[src/rtl/uart_tx_frame_if.sv]
// Byte-source / serial-line bundle for the UART frame transmitter.
// The master (byte source) drives the request fields; the slave (transmitter) drives line and status.
interface uart_tx_frame_if #(
    parameter int DATA_WIDTH = 8
);
    logic [DATA_WIDTH-1:0] P_DATA;
    logic                  DATA_VALID;
    logic                  PAR_EN;
    logic                  PAR_TYP;
    logic [5:0]            Prescale;
    logic                  TX_OUT;
    logic                  Busy;
    logic                  DATA_ACK;

    modport master (
        output P_DATA, DATA_VALID, PAR_EN, PAR_TYP, Prescale,
        input  TX_OUT, Busy, DATA_ACK
    );

    modport slave (
        input  P_DATA, DATA_VALID, PAR_EN, PAR_TYP, Prescale,
        output TX_OUT, Busy, DATA_ACK
    );
endinterface

[src/rtl/uart_tx_frame.sv]
// UART transmitter: start bit, DATA_WIDTH data bits LSB first, optional parity, stop bit.
// Every bit lasts Prescale clocks; a new byte can be accepted on the last stop cycle for gapless frames.
module uart_tx_frame #(
    parameter int DATA_WIDTH = 8
) (
    input  logic           CLK,
    input  logic           RST,
    uart_tx_frame_if.slave bus
);
    localparam int IDX_W = (DATA_WIDTH > 1) ? $clog2(DATA_WIDTH) : 1;

    typedef enum logic [2:0] {
        IDLE   = 3'd0,
        START  = 3'd1,
        DATA   = 3'd2,
        PARITY = 3'd3,
        STOP   = 3'd4
    } state_t;

    state_t                state_q, state_d;
    logic [5:0]            cnt_q, cnt_d;
    logic [IDX_W-1:0]      bit_idx_q, bit_idx_d;
    logic [DATA_WIDTH-1:0] shift_q, shift_d;
    logic                  par_en_q, par_en_d;
    logic                  parity_q, parity_d;
    logic [5:0]            prescale_q, prescale_d;
    logic                  tx_q, tx_d;
    logic                  busy_q, busy_d;
    logic                  ack_q, ack_d;

    logic [5:0] prescale_m1;
    logic       bit_end;
    logic       accept;

    // Prescale of 0 wraps to 63 here, giving 64 cycles per bit.
    assign prescale_m1 = prescale_q - 6'd1;
    assign bit_end     = (cnt_q == prescale_m1);
    assign accept      = bus.DATA_VALID && ((state_q == IDLE) || ((state_q == STOP) && bit_end));

    always_comb begin
        state_d    = state_q;
        cnt_d      = cnt_q;
        bit_idx_d  = bit_idx_q;
        shift_d    = shift_q;
        par_en_d   = par_en_q;
        parity_d   = parity_q;
        prescale_d = prescale_q;
        ack_d      = 1'b0;

        if (state_q != IDLE) begin
            cnt_d = bit_end ? 6'd0 : cnt_q + 6'd1;
        end

        case (state_q)
            START: begin
                if (bit_end) begin
                    state_d   = DATA;
                    bit_idx_d = '0;
                end
            end
            DATA: begin
                if (bit_end) begin
                    shift_d = shift_q >> 1;
                    if (bit_idx_q == IDX_W'(DATA_WIDTH - 1)) begin
                        state_d = par_en_q ? PARITY : STOP;
                    end else begin
                        bit_idx_d = bit_idx_q + 1'b1;
                    end
                end
            end
            PARITY: begin
                if (bit_end) state_d = STOP;
            end
            STOP: begin
                if (bit_end) state_d = IDLE;
            end
            default: begin
            end
        endcase

        // Acceptance overrides the STOP->IDLE exit so back-to-back frames have no idle gap.
        if (accept) begin
            state_d    = START;
            cnt_d      = 6'd0;
            bit_idx_d  = '0;
            shift_d    = bus.P_DATA;
            par_en_d   = bus.PAR_EN;
            parity_d   = (^bus.P_DATA) ^ bus.PAR_TYP;
            prescale_d = bus.Prescale;
            ack_d      = 1'b1;
        end

        // Line value is derived from the next state so TX_OUT can be a plain register.
        case (state_d)
            START:   tx_d = 1'b0;
            DATA:    tx_d = shift_d[0];
            PARITY:  tx_d = parity_d;
            default: tx_d = 1'b1;
        endcase

        busy_d = (state_d != IDLE);
    end

    always_ff @(posedge CLK or posedge RST) begin
        if (RST) begin
            state_q    <= IDLE;
            cnt_q      <= 6'd0;
            bit_idx_q  <= '0;
            shift_q    <= '0;
            par_en_q   <= 1'b0;
            parity_q   <= 1'b0;
            prescale_q <= 6'd0;
            tx_q       <= 1'b1;
            busy_q     <= 1'b0;
            ack_q      <= 1'b0;
        end else begin
            state_q    <= state_d;
            cnt_q      <= cnt_d;
            bit_idx_q  <= bit_idx_d;
            shift_q    <= shift_d;
            par_en_q   <= par_en_d;
            parity_q   <= parity_d;
            prescale_q <= prescale_d;
            tx_q       <= tx_d;
            busy_q     <= busy_d;
            ack_q      <= ack_d;
        end
    end

    assign bus.TX_OUT   = tx_q;
    assign bus.Busy     = busy_q;
    assign bus.DATA_ACK = ack_q;
endmodule

[src/flat_wrapper.sv]
// flat-port wrapper written by rule: the top's interface ports become plain ports
module uart_tx_frame_flat 
#(
    parameter int DATA_WIDTH = 8
)
  (CLK, RST, bus_P_DATA, bus_DATA_VALID, bus_PAR_EN, bus_PAR_TYP, bus_Prescale, bus_TX_OUT, bus_Busy, bus_DATA_ACK);
  uart_tx_frame_if #(.DATA_WIDTH(DATA_WIDTH)) bus_i ();
  input  logic CLK;
  input  logic RST;
  input wire logic [$bits(bus_i.P_DATA)-1:0] bus_P_DATA;
  input wire logic [$bits(bus_i.DATA_VALID)-1:0] bus_DATA_VALID;
  input wire logic [$bits(bus_i.PAR_EN)-1:0] bus_PAR_EN;
  input wire logic [$bits(bus_i.PAR_TYP)-1:0] bus_PAR_TYP;
  input wire logic [$bits(bus_i.Prescale)-1:0] bus_Prescale;
  output wire logic [$bits(bus_i.TX_OUT)-1:0] bus_TX_OUT;
  output wire logic [$bits(bus_i.Busy)-1:0] bus_Busy;
  output wire logic [$bits(bus_i.DATA_ACK)-1:0] bus_DATA_ACK;
  assign bus_i.P_DATA = bus_P_DATA;
  assign bus_i.DATA_VALID = bus_DATA_VALID;
  assign bus_i.PAR_EN = bus_PAR_EN;
  assign bus_i.PAR_TYP = bus_PAR_TYP;
  assign bus_i.Prescale = bus_Prescale;
  assign bus_TX_OUT = bus_i.TX_OUT;
  assign bus_Busy = bus_i.Busy;
  assign bus_DATA_ACK = bus_i.DATA_ACK;
  uart_tx_frame #(.DATA_WIDTH(DATA_WIDTH)) u_core (.CLK(CLK), .RST(RST), .bus(bus_i));
endmodule
[config.mk]
export PLATFORM = sky130hd
export DESIGN_NAME = uart_tx_frame_flat
export DESIGN_NICKNAME = d
export VERILOG_FILES = /design/src/rtl/uart_tx_frame_if.sv /design/src/rtl/uart_tx_frame.sv /design/src/flat_wrapper.sv
export SDC_FILE = /design/constraint.sdc
export NUM_CORES = 1
export LEC_CHECK = 0
export BUFFER_PORTS_ARGS = -buffer_cell sky130_fd_sc_hd__buf_2
export CAP_MARGIN = 0
export CORE_ASPECT_RATIO = 0.6
export CORE_MARGIN = 4
export CORE_UTILIZATION = 49
export CTS_CLUSTER_DIAMETER = 120
export CTS_CLUSTER_SIZE = 25
export DETAILED_ROUTE_END_ITERATION = 8
export GPL_TIMING_DRIVEN = 0
export PLACE_DENSITY_LB_ADDON = 0.05
export SLEW_MARGIN = 20
export SYNTH_ARGS = -nofsm -noshare
export SYNTH_HDL_FRONTEND = slang
export SYNTH_SLANG_ARGS = --single-unit
[constraint.sdc]
create_clock -name CLK -period 3.1 [get_ports CLK]
set_clock_uncertainty 0.2 [all_clocks]
set_input_delay 0.93 -clock CLK [delete_from_list [all_inputs] [get_ports CLK]]
set_output_delay 0.93 -clock CLK [all_outputs]
set_load 0.01 [all_outputs]
==> summary.md <==
| Metric | Value |
|---|---|
| Commonest non-fill, non-tap cells in the layout | `30 x dfrtp_1, 22 x buf_2, 11 x xnor2_1` |
| Top sig layer | `met4` |
| Final hold violation count | `0` |
| First-pass GRT wire length | `5.66 mm` |
| WL met1 | `between 1.5 and 2 mm` |
| All-layer global routing usage | `16.8%` |
| Hold Path Class | `reg2reg` |
| Setup violations, final | `0` |
| DRT Wirelength | `3.35 mm` |
| Cell total after placement | `220` |
| Status | `finished clean` |
| Clock Path Buffers | `2` |
| Average size of a mapped cell | `about 11 µm²` |
| Rel. slew slack | `56.6%` |
| Commonest non-fill, non-tap cell in the layout | `dfrtp_1` |
| CTS HTree Levels | `2` |
| Period minus WS final | `2.91 ns` |
| Fin util | `roughly 60%` |
| Crit Path Max Fanout | `10` |
| Starting Density | `between 50 and 60%` |
| Total Power | `748 µW` |
| Cell leakage power | `0.000879 µW` |
| Post-route DRC | `0` |
| Final worst setup slack | `0.188 ns` |
| RR Endpoint | `u_core.shift_q[0]` |
| CP endpoint | `u_core.shift_q[0]` |
| Num CTS Buffers | `5` |
| CTS clk-pin slew, worst paths | `0.06 ns` |
| Vias in the first global route | `1181` |
| Initial antenna violation count | `0` |
| F_max | `around 340 MHz` |
| Worst Path Arrival | `approximately 2.9 ns` |
| Worst Max-Slew Pin Slew | `0.650 ns` |
| Synthesized cell area | `1680 µm²` |
| Via/cell ratio | `5.43` |
| Worst reg2reg path depth | `10` |
| Fillers | `between 200 and 300` |
| Met3 WL | `184 µm` |
| Post-route ant nets | `0` |
| Critical path cell sequence | `inv_1 -> ha_1 -> or3b_1 -> a211oi_2 -> and4_4 -> nand2_8 -> a21oi_4 -> clkbuf_4 -> buf_2 -> mux2i_1` |
| Crit Path Class | `reg2reg` |
| Post-synth EDFFs | `0` |
| CTS root buf | `clkbuf_8` |
| Crit start category | `register` |
| Synthesis Warnings | `0` |
| Area grow syn2layout | `15.7%` |
| Final std cells w/o fill | `229` |
| PD cells | `386 nW/µm²` |
| Origin of the worst setup path | `u_core.prescale_q[0]` |
| IO buf count | `21` |
| RSZ-0062 raised after global routing | `false` |
| CP peak stage delay | `0.40 ns` |
| FFs w/ async S/R, synth | `100%` |
| Max-Cap Viols | `0` |
| Footprint of the multi-input gates | `861 µm²` |
| IO Count | `22` |
| Yosys cell types | `45` |
| Antenna cells | `0` |
| GRT Residual Overflow | `0` |
| 1st-pass router iterations | `4` |
| Ys flop type | `dfrtp_1` |
| Final Cycle Share | `93.9%` |
| Row count | `16` |
| Core Area | `~3300 µm²` |
| Synthesis-stage register bit count | `31` |
| Average routed wire per standard cell | `14.6 µm` |
| Largest net degree at the start of global routing | `32` |
| Post-synthesis sequential area ratio | `46.3%` |
| Crit end category | `register` |
| RePlAce Congestion | `0.810` |
| Hpwl dp | `2.46 mm` |
| Placed standard-cell area | `around 1800 µm²` |
| Syn Nets | `177` |
| Die Area | `4450 µm²` |
| Pre-CTS WS | `-0.0272 ns` |
| FF-to-FF Start | `u_core.prescale_q[0]` |
| VDD IR max | `246 µV` |
| Final #Nets | `206` |
| Die height | `53.3 µm` |
| Critical Path RT | `3.11 ns` |
| Clock Sinks | `31` |
| Starting DRT DRC Count | `79` |
| Fin area | `1940 µm²` |
| Sequential Area | `approximately 780 µm²` |
| Syn Inst Count | `around 150` |
| Vias | `1243` |
| Die X | `83.5 µm` |
| Slowest-stage cell, CP | `dfrtp_1` |
| Skew-Pair Late Insertion Delay | `approximately 0.28 ns` |
| Met2 WL post-DR | `approximately 1.4 mm` |
| R2r setup slk | `0.19 ns` |
| CTS tree | `yes` |
| Share of layout cells above drive strength 1 | `between 20 and 30%` |
| Slew Viols, Final | `0` |
## synth_stat cells (4+ instances only)
| cell type | count | area, µm² |
|---|---|---|
| a21o_1 | 6 | 45.0 |
| xnor2_1 | 11 | 96.3 |
| dfrtp_1 | 30 | 751 |
| xor2_1 | 7 | 61.3 |
| ha_1 | 4 | 50.1 |
| nor2_1 | 9 | 33.8 |
| a21oi_1 | 5 | 25.0 |
| o21ai_0 | 7 | 35.0 |
| a22o_1 | 6 | 52.6 |
| nand2_1 | 9 | 33.8 |
| nand4_1 | 4 | 25.0 |
| nand2b_1 | 4 | 25.0 |
| inv_1 | 7 | 26.3 |
| mux2_2 | 5 | 56.3 |
## worst max-delay path: cells and delay by family, from the launching register on
kind                     cells  cell delay (ns)
flip-flops                   1             0.40
multiplexers                 1             0.20
AND/OR/NAND/NOR              3             0.75
buffers and inverters        3             0.58
AO/OA/AOI/OAI                2             0.53
adder cells (fa/ha/maj)      1             0.18
## per-stage QoR
stage | hold slack [ns] | TNS [ns]
4_1_cts | 0.283 | 0
3_3_place_gp | 0.263 | 0
6_report | 0.276 | 0
3_5_place_dp | 0.270 | -0.0272
5_1_grt | 0.312 | 0
2_1_floorplan | 0.249 | 0
## area by class of cell
class | count | area share (%)
sequential | 31 | 40.0
timing repair buffer | 22 | 5.80
buffer | 5 | 1.42
multi-input combinational | 111 | 44.4
inverter | 7 | 1.35
tap | 45 | 2.90
clock buffer | 8 | 4.13
## state kept, by name (all words and copies together) (netlist names)
name	flops
u_core.cnt_q	6
u_core.shift_q	8
u_core.prescale_q	6
u_core.bus.Busy	1
u_core.state_q	3
u_core.bus.TX_OUT	1
u_core.par_en_q	1
u_core.bus.DATA_ACK	1
u_core.bit_idx_q	3
u_core.parity_q	1
## power by group
group	internal (µW)	total [µW]	switching, µW
Clock	159	301	141
Combinational	20.8	43.1	22.3
Sequential	405	405	0
## kinds of logic after synthesis
| kind of cell | after synthesis | synth area share, % |
|---|---|---|
| xor+xnor | 18 | 9.40 |
| mux | 8 | 5.45 |
| buf+inv | 12 | 3.06 |
| fa+ha+maj | 4 | 2.99 |
| simple gates | 42 | 15.1 |
| compound gates | 39 | 17.7 |
| flops | 31 | 46.3 |
## repair_timing
action                     in CTS  in global routing
buffers inserted                0                  1
hold buffers                    0                  0
setup endpoints to repair       1                  5
pin swaps                       0                  1
gates resized for setup         1                  2
## worst min-delay path by stage
stage                                 start           endpoint  slack (ns)  depth (start not counted)
after detailed placement  u_core.shift_q[1]  u_core.shift_q[1]        0.27                          1
after global routing      u_core.shift_q[1]  u_core.shift_q[1]        0.31                          1
after floorplan           u_core.shift_q[1]  u_core.shift_q[1]        0.25                          1
final                     u_core.shift_q[1]  u_core.shift_q[1]        0.28                          1
after CTS                 u_core.shift_q[1]  u_core.shift_q[1]        0.28                          1
after global placement    u_core.shift_q[5]  u_core.shift_q[5]        0.26                          1
## layer usage
metal / vias to the layer above / track usage, %
li1: 613 / -
met1: 587 / 23.6
met2: 36 / 24.6
met3: 7 / 4.82
met4: 0 / 6.42
met5: - / 0
Power figures use the tool's default switching activity.
